## config.mk

```make
export PLATFORM = sky130hd
export DESIGN_NAME = alu_issue_unit
export DESIGN_NICKNAME = d
export VERILOG_FILES = /design/src/rtl/alu_issue_unit.sv
export SDC_FILE = /design/constraint.sdc
export NUM_CORES = 1
export LEC_CHECK = 0
export CAP_MARGIN = 15
export CORE_MARGIN = 4
export CORE_UTILIZATION = 37
export DETAILED_ROUTE_END_ITERATION = 10
export PLACE_DENSITY = 0.77
export SYNTH_ARGS = -nofsm -noshare
export SYNTH_HDL_FRONTEND = slang
export SYNTH_SLANG_ARGS = --single-unit
```

## constraint.sdc

```tcl
create_clock -name clk -period 2.15 [get_ports clk]
set_clock_uncertainty 0.2 [all_clocks]
set_input_delay 0.5375 -clock clk [delete_from_list [all_inputs] [get_ports clk]]
set_output_delay 0.5375 -clock clk [all_outputs]
set_load 0.02 [all_outputs]
```

## src/rtl/alu_issue_unit.sv

```systemverilog
// Execute-stage issue unit: decodes a small RV32I subset into ALU opcode/operands,
// waits one cycle for the combinational ALU, then returns the result over valid/ready.
`timescale 1ns/1ps

package alu_issue_pkg;
  localparam int ALU_OP_LENGTH = 4;
  typedef logic [ALU_OP_LENGTH-1:0] alu_op_t;
  localparam alu_op_t ALU_OP_ADD = 4'd0;
  localparam alu_op_t ALU_OP_SUB = 4'd1;
  localparam alu_op_t ALU_OP_AND = 4'd2;
endpackage

module alu_issue_unit
  import alu_issue_pkg::*;
#(
  parameter int XLEN      = 32,
  parameter int CNT_WIDTH = 32
) (
  input  logic                     clk,
  input  logic                     reset,
  input  logic                     in_valid,
  output logic                     in_ready,
  input  logic [31:0]              instr,
  input  logic [XLEN-1:0]          rs1_val,
  input  logic [XLEN-1:0]          rs2_val,
  output logic [ALU_OP_LENGTH-1:0] alu_opcode,
  output logic [XLEN-1:0]          alu_left,
  output logic [XLEN-1:0]          alu_right,
  input  logic [XLEN-1:0]          alu_result,
  output logic                     out_valid,
  input  logic                     out_ready,
  output logic [XLEN-1:0]          out_result,
  output logic [4:0]               out_rd,
  output logic                     out_illegal,
  output logic [CNT_WIDTH-1:0]     op_count
);

  typedef enum logic [1:0] {IDLE, EXEC, RESP} state_t;

  localparam logic [6:0] OPC_OP     = 7'b0110011;
  localparam logic [6:0] OPC_OP_IMM = 7'b0010011;
  localparam logic [CNT_WIDTH-1:0] CNT_ONE = {{(CNT_WIDTH-1){1'b0}}, 1'b1};

  state_t state, state_nxt;

  logic [6:0]      opc;
  logic [2:0]      funct3;
  logic [6:0]      funct7;
  logic [XLEN-1:0] imm_i;
  logic            dec_legal;
  alu_op_t         dec_op;
  logic [XLEN-1:0] dec_right;
  logic            accept;
  logic            unused_rs_fields;

  assign opc              = instr[6:0];
  assign funct3           = instr[14:12];
  assign funct7           = instr[31:25];
  assign imm_i            = {{(XLEN-12){instr[31]}}, instr[31:20]};
  assign accept           = in_valid && in_ready;
  assign unused_rs_fields = ^instr[19:15];

  // NOTE: every output of a combinational block gets a default first so no path infers a latch.
  always_comb begin
    dec_legal = 1'b0;
    dec_op    = ALU_OP_ADD;
    dec_right = rs2_val;
    unique case (opc)
      OPC_OP: begin
        if (funct3 == 3'b000 && funct7 == 7'b0000000) begin
          dec_legal = 1'b1;
          dec_op    = ALU_OP_ADD;
        end else if (funct3 == 3'b000 && funct7 == 7'b0100000) begin
          dec_legal = 1'b1;
          dec_op    = ALU_OP_SUB;
        end else if (funct3 == 3'b111 && funct7 == 7'b0000000) begin
          dec_legal = 1'b1;
          dec_op    = ALU_OP_AND;
        end
      end
      OPC_OP_IMM: begin
        dec_right = imm_i;
        if (funct3 == 3'b000) begin
          dec_legal = 1'b1;
          dec_op    = ALU_OP_ADD;
        end else if (funct3 == 3'b111) begin
          dec_legal = 1'b1;
          dec_op    = ALU_OP_AND;
        end
      end
      default: ;
    endcase
  end

  // NOTE: sequential state uses non-blocking assignments so all registers update together.
  always_ff @(posedge clk) begin
    if (reset) state <= IDLE;
    else       state <= state_nxt;
  end

  always_comb begin
    state_nxt = state;
    unique case (state)
      IDLE:    if (accept) state_nxt = dec_legal ? EXEC : RESP;
      EXEC:    state_nxt = RESP;
      RESP:    if (out_ready) state_nxt = IDLE;
      default: state_nxt = IDLE;
    endcase
  end

  always_comb begin
    in_ready  = (state == IDLE);
    out_valid = (state == RESP);
  end

  // Illegal ops skip EXEC, so their zero result and flag are set at accept time.
  always_ff @(posedge clk) begin
    if (reset) begin
      alu_opcode  <= ALU_OP_ADD;
      alu_left    <= '0;
      alu_right   <= '0;
      out_result  <= '0;
      out_rd      <= '0;
      out_illegal <= 1'b0;
      op_count    <= '0;
    end else begin
      unique case (state)
        IDLE: begin
          if (accept) begin
            alu_opcode <= dec_op;
            alu_left   <= rs1_val;
            alu_right  <= dec_right;
            out_rd     <= instr[11:7];
            if (!dec_legal) begin
              out_illegal <= 1'b1;
              out_result  <= '0;
            end
          end
        end
        EXEC: begin
          out_result  <= alu_result;
          out_illegal <= 1'b0;
        end
        RESP: begin
          if (out_ready && !out_illegal) op_count <= op_count + CNT_ONE;
        end
        default: ;
      endcase
    end
  end

endmodule

```

# Yosys cells after proc, flatten, opt, wreduce, memory -nomap -nowiden

Cells that the tools add are included.

Input port bits: 132
Output and inout bits: 140
Logic and storage cells: 55
Register bits: 140

Reduce and logical (&&, ||, !) cells: 14
Add/sub/neg operators: 1
Muxes and demuxes: 23
Equal/unequal tests: 9

Operator list:

| operator              | count |
|---|---|
| $mux 32               | 3 |
| $pmux 32 s2           | 1 |
| $add 32x1->32 const B | 1 |
| $mux 2                | 8 |
| $eq 7x6->1 const B    | 2 |
| $eq 7x5->1 const B    | 1 |
| $logic_not 7->1       | 1 |
| $mux 1                | 7 |
| $pmux 2 s3            | 1 |
| $reduce_and 2->1      | 3 |
| $logic_and 1x1->1     | 5 |
| $ne 2x1->1 const B    | 2 |
| $pmux 1 s2            | 2 |
| $pmux 2 s2            | 1 |
| $eq 3x3->1 const B    | 1 |
| $logic_not 3->1       | 1 |
| $reduce_and 3->1      | 1 |
| $eq 2x1->1 const B    | 1 |
| $eq 2x2->1 const B    | 1 |
| $logic_not 2->1       | 1 |
| $ne 2x2->1 const B    | 1 |
| $reduce_bool 2->1     | 1 |
| $logic_not 1->1       | 1 |

# Longest topological paths before layout

Depth after elaboration: 9
Gate-level depth with buffers: 7
Gate-level depth less buffers: 5

# Worst setup path before layout

Ideal clock, no wire load.

Kind: input to register
From: input port instr[3]
To: register alu_right[11]
Setup time: 132 ps
Required time: 1,818 ps
Arrival: 2,039 ps
Buffers on the path: 3
Path slack: -220 ps
Cell stages on the path: 7
Cell sequence: or4b_1 -> buf_2 -> or3_1 -> buf_2 -> buf_6 -> a211oi_1 -> nor3_1

Cells in the longest elaborated chain, start to end: 2

RTL lines:

| item                   | RTL line | text |
|---|---|---|
| start: declaration     | 23       | `input logic [31:0] instr,` |
| $eq 7x5->1             | 68       | `unique case (opc)` |
| $mux 32                | 68       |  |
| end signal: assignment | 132      | `alu_right <= dec_right;` |
| end: declaration       | 28       | `output logic [XLEN-1:0] alu_right,` |

Every way passes these cells.
A chain may end at the register's enable or synchronous reset.

# Worst setup path in the final report

From: input port instr[28]
To: register out_result[26]

Cells in the longest elaborated chain, start to end: 8
Elaborated cells between the ends (all ways): 11
Classes of those cells: eq/ne: 2; mux: 4; reduce/logical: 5

RTL lines:

| item                           | RTL line | text |
|---|---|---|
| $logic_not 7->1                | 70, 76   |  |
| $logic_and 1x1->1              | 76       | `end else if (funct3 == 3'b111 && funct7 == 7'b0000000) begin` |
| $mux 1                         | 76       |  |
| $mux 1                         | 73       | `end else if (funct3 == 3'b000 && funct7 == 7'b0100000) begin` |
| $mux 1 (*)                     | 70       | `if (funct3 == 3'b000 && funct7 == 7'b0000000) begin` |
| $pmux 1 s2 (*)                 | 68       |  |
| $ne 2x2->1 (no line) (*)       | n/a      |  |
| $reduce_and 3->1 (no line) (*) | n/a      |  |
| end signal: assignment         | 141      | `out_result <= alu_result;` |
| end: declaration               | 32       | `output logic [XLEN-1:0] out_result,` |

Mark *: on every way between the ends. The rest lies on a longest branch, timed or not.

==> metrics.md <==
| Metric | Value |
|---|---|
| Status | `finished, final reports clean` |
| Ports | `272` |
| Die width | `130.9 um` |
| Placed Cells | `1082` |
| Setup TNS | `0 ps` |
| Std-Cell Rows | `44` |
| Commonest non-fill, non-tap cell in the layout | `clkdlybuf4s50_1` |
| Post-synth top flop | `dfxtp_1` |
| Clock root buffer | `clkbuf_16` |
| Synth Register Bits | `138` |
| Synth Cell Area | `5593 um2` |
| Tcrit/Tclk final | `99.97%` |
| Setup CP Type | `primary input to flop` |
| CP max-delay cell | `or4_4` |
| First-pass GRT wire length | `28980 um` |
| Cell count after synthesis | `627` |
| CP Capture Type | `flop` |
| CTS tree | `yes` |
| Multi-input gate area | `2680 um2` |
| Post-route design area | `9664 um2` |
| Worst-path cell chain | `clkdlybuf4s15_1 -> or4_4 -> o41ai_4 -> a311o_2 -> buf_6 -> buf_12 -> buf_16 -> a32o_1` |
| Wire per inst | `16.62 um` |
| HP Start | `instr[27]` |
| Req. time, crit path | `2300 ps` |
| Largest net degree at the start of global routing | `51` |
| Leak pwr | `0.004057 uW` |
| Die area | `17150 um2` |
| Distinct cells, synth | `46` |
| Antenna-violating nets left | `0` |
| WP buf/inv | `4` |
| R2r setup slk | `70 ps` |
| Synth warn | `0` |
| Post-route DRC | `0` |
| Unrepaired setup endpoints after global routing | `yes` |
| Setup-failing EPs final | `0` |
| Initial antenna violation count | `1` |
| Max stage delay on crit path | `460 ps` |
| Final min period | `2149 ps` |
| Power, Total | `6624 uW` |
| Max_cap viols | `0` |
| Placeable Area | `14640 um2` |
| Initial DRC count | `259` |
| Worst skew pair latency | `410 ps` |
| Vias in the first global route | `5670` |
| Post-CTS Hold Fix Bufs | `0` |
| Clock transition at path regs | `60 ps` |
| CTS max path bufs | `2` |
| CTS H-tree lvls | `4` |
| Final Net Count | `1066` |
| Most frequent cells in the layout | `clkdlybuf4s50_1, dfxtp_1, nand2_1` |
| CP arrival | `2300 ps` |
| Fin cells | `1131` |
| CTS Sinks | `138` |
| Crit start category | `primary input` |
| Die Ht | `130.9 um` |
| Initial core utilization | `38.19%` |
| Pins Over Slew Limit | `0` |
| Grt total ovfl | `0` |
| HPWL Detailed | `13220 um` |
| CP Launch Point | `instr[28]` |
| Placed cell area | `8880 um2` |
| Post-synth ARST share | `0%` |
| Post-synth EDFFs | `0` |
| Reg2reg start | `op_count[22]$_SDFFE_PP0P_` |
| Filler Cells Inserted | `1213` |
| Fmax | `465.2 MHz` |
| Worst Hold Class | `primary input to flop` |
| GPL Wtd Cong | `0.8744` |
| Layout cells sized above 1 | `17.02%` |
| Total Routing Usage GR | `21.20%` |
| Final core utilization | `65.99%` |
| Top Family by Delay on Critical Path | `compound AO/OA/AOI/OAI gates` |
| Crit Path Max Fanout | `8` |
| Max VDD drop | `482.0 uV` |
| Pwr/cell area | `685.4 nW/um2` |
| Seq/Total Area, Yosys | `49.40%` |
| Syn avg cell area | `8.920 um2` |
| # port buffers | `264` |
| Area growth syn-to-layout | `72.80%` |
| Vias | `5896` |
| Final hold violations | `0` |
| Detailed Route WL | `18800 um` |
| Num CTS Buffers | `17` |
| Via-to-Cell Ratio | `5.213` |
| DRT Pass-1 Iters | `4` |
| Register Area | `2763 um2` |
flip-flops by register name, summed over array words and instances, names as in the netlist:
register,count
alu_left,32
alu_right,32
op_count,32
out_result,32
out_rd,5
alu_opcode,2
state,2
out_illegal,1
power breakdown:
part | internal, uW | total, uW | switching [uW]
logic | 537 | 991 | 454
registers | 2660 | 2710 | 50.6
clock network | 1880 | 2930 | 1050
metrics by stage:
step | worst slack, ps | hold WS [ps]
after floorplan | -216.2 | 330.3
after global placement | -579.2 | 238.6
after detailed placement | -638.9 | 245.3
after CTS | 3.122 | 195.7
after global routing | -48.08 | 226.5
final | 0.5416 | 208.7
worst register-to-register path, stage by stage (launching register included):
cell	delay (ps)
dfxtp_1	380
nand4_1	250
or4_4	600
or4_1	430
a21oi_2	150
cell usage after synthesis (3+ instances only):
library cell | n | area share [%]
dfxtp_1 | 138 | 49
xor2_1 | 6 | 0.94
a21oi_1 | 50 | 4.5
nor2b_1 | 6 | 0.67
clkbuf_1 | 37 | 2.5
nor2_1 | 58 | 3.9
buf_6 | 5 | 1.0
mux2_2 | 7 | 1.4
a311oi_1 | 12 | 1.9
nand2b_1 | 3 | 0.34
nand4_1 | 14 | 1.6
o41ai_1 | 7 | 1.1
a211oi_1 | 11 | 1.5
or2_2 | 6 | 0.67
a32o_1 | 32 | 5.7
nand2_1 | 109 | 7.3
o21ai_0 | 7 | 0.63
and2_1 | 3 | 0.34
a211oi_2 | 11 | 2.5
or3_1 | 10 | 1.1
inv_1 | 7 | 0.47
or4_1 | 5 | 0.67
nand3_1 | 13 | 1.2
o311ai_0 | 6 | 0.94
nor3_1 | 27 | 2.4
and4_1 | 4 | 0.63
buf_2 | 6 | 0.54
layer usage:
layer  vias to the layer above  part of all wire (%)  track usage, %
met4                         0                   2.7           8.651
li1                       2882                     -               -
met1                      2778                    42           26.91
met5                         -                     0               0
met2                       201                    49           34.71
met3                        35                   6.5           4.919
worst paths after layout:
path              depth (start not counted)                           to
setup / recovery                          8  out_result[26]$_SDFFE_PP0P_
hold / removal                            3    alu_right[7]$_SDFFE_PP0P_
setup reg to reg                          4    op_count[31]$_SDFFE_PP0P_
hold reg to reg                           2   alu_opcode[1]$_SDFFE_PP0P_
cell families (layout without fill, tap and decap cells):
kind of cell	Yosys count	in the layout	share of synthesized area (%)
buffers and inverters	59	377	4.899
other	1	3	0.06705
multiplexers	8	8	1.588
AND/OR/NAND/NOR	269	269	22.60
AO/OA/AOI/OAI	143	143	19.98
flip-flops	138	138	49.40
adder cells (fa/ha/maj)	1	1	0.2237
XOR/XNOR	8	8	1.253
final cells by class:
type	count	share of cell area, %
inverters	7	0.2719
diodes	1	0.02589
flip-flops and latches	138	28.59
clock buffers	24	4.881
clock inverters	8	1.217
multi-input cells	431	27.73
repair buffers	338	34.90
well taps	184	2.382
timing repair:
action	in CTS	in global routing
endpoints found under the setup margin	105	38
pin swaps	11	8
setup buffers	7	7
gates cloned	3	0
gates resized for setup	71	33
(Power assumes the default switching activity.)
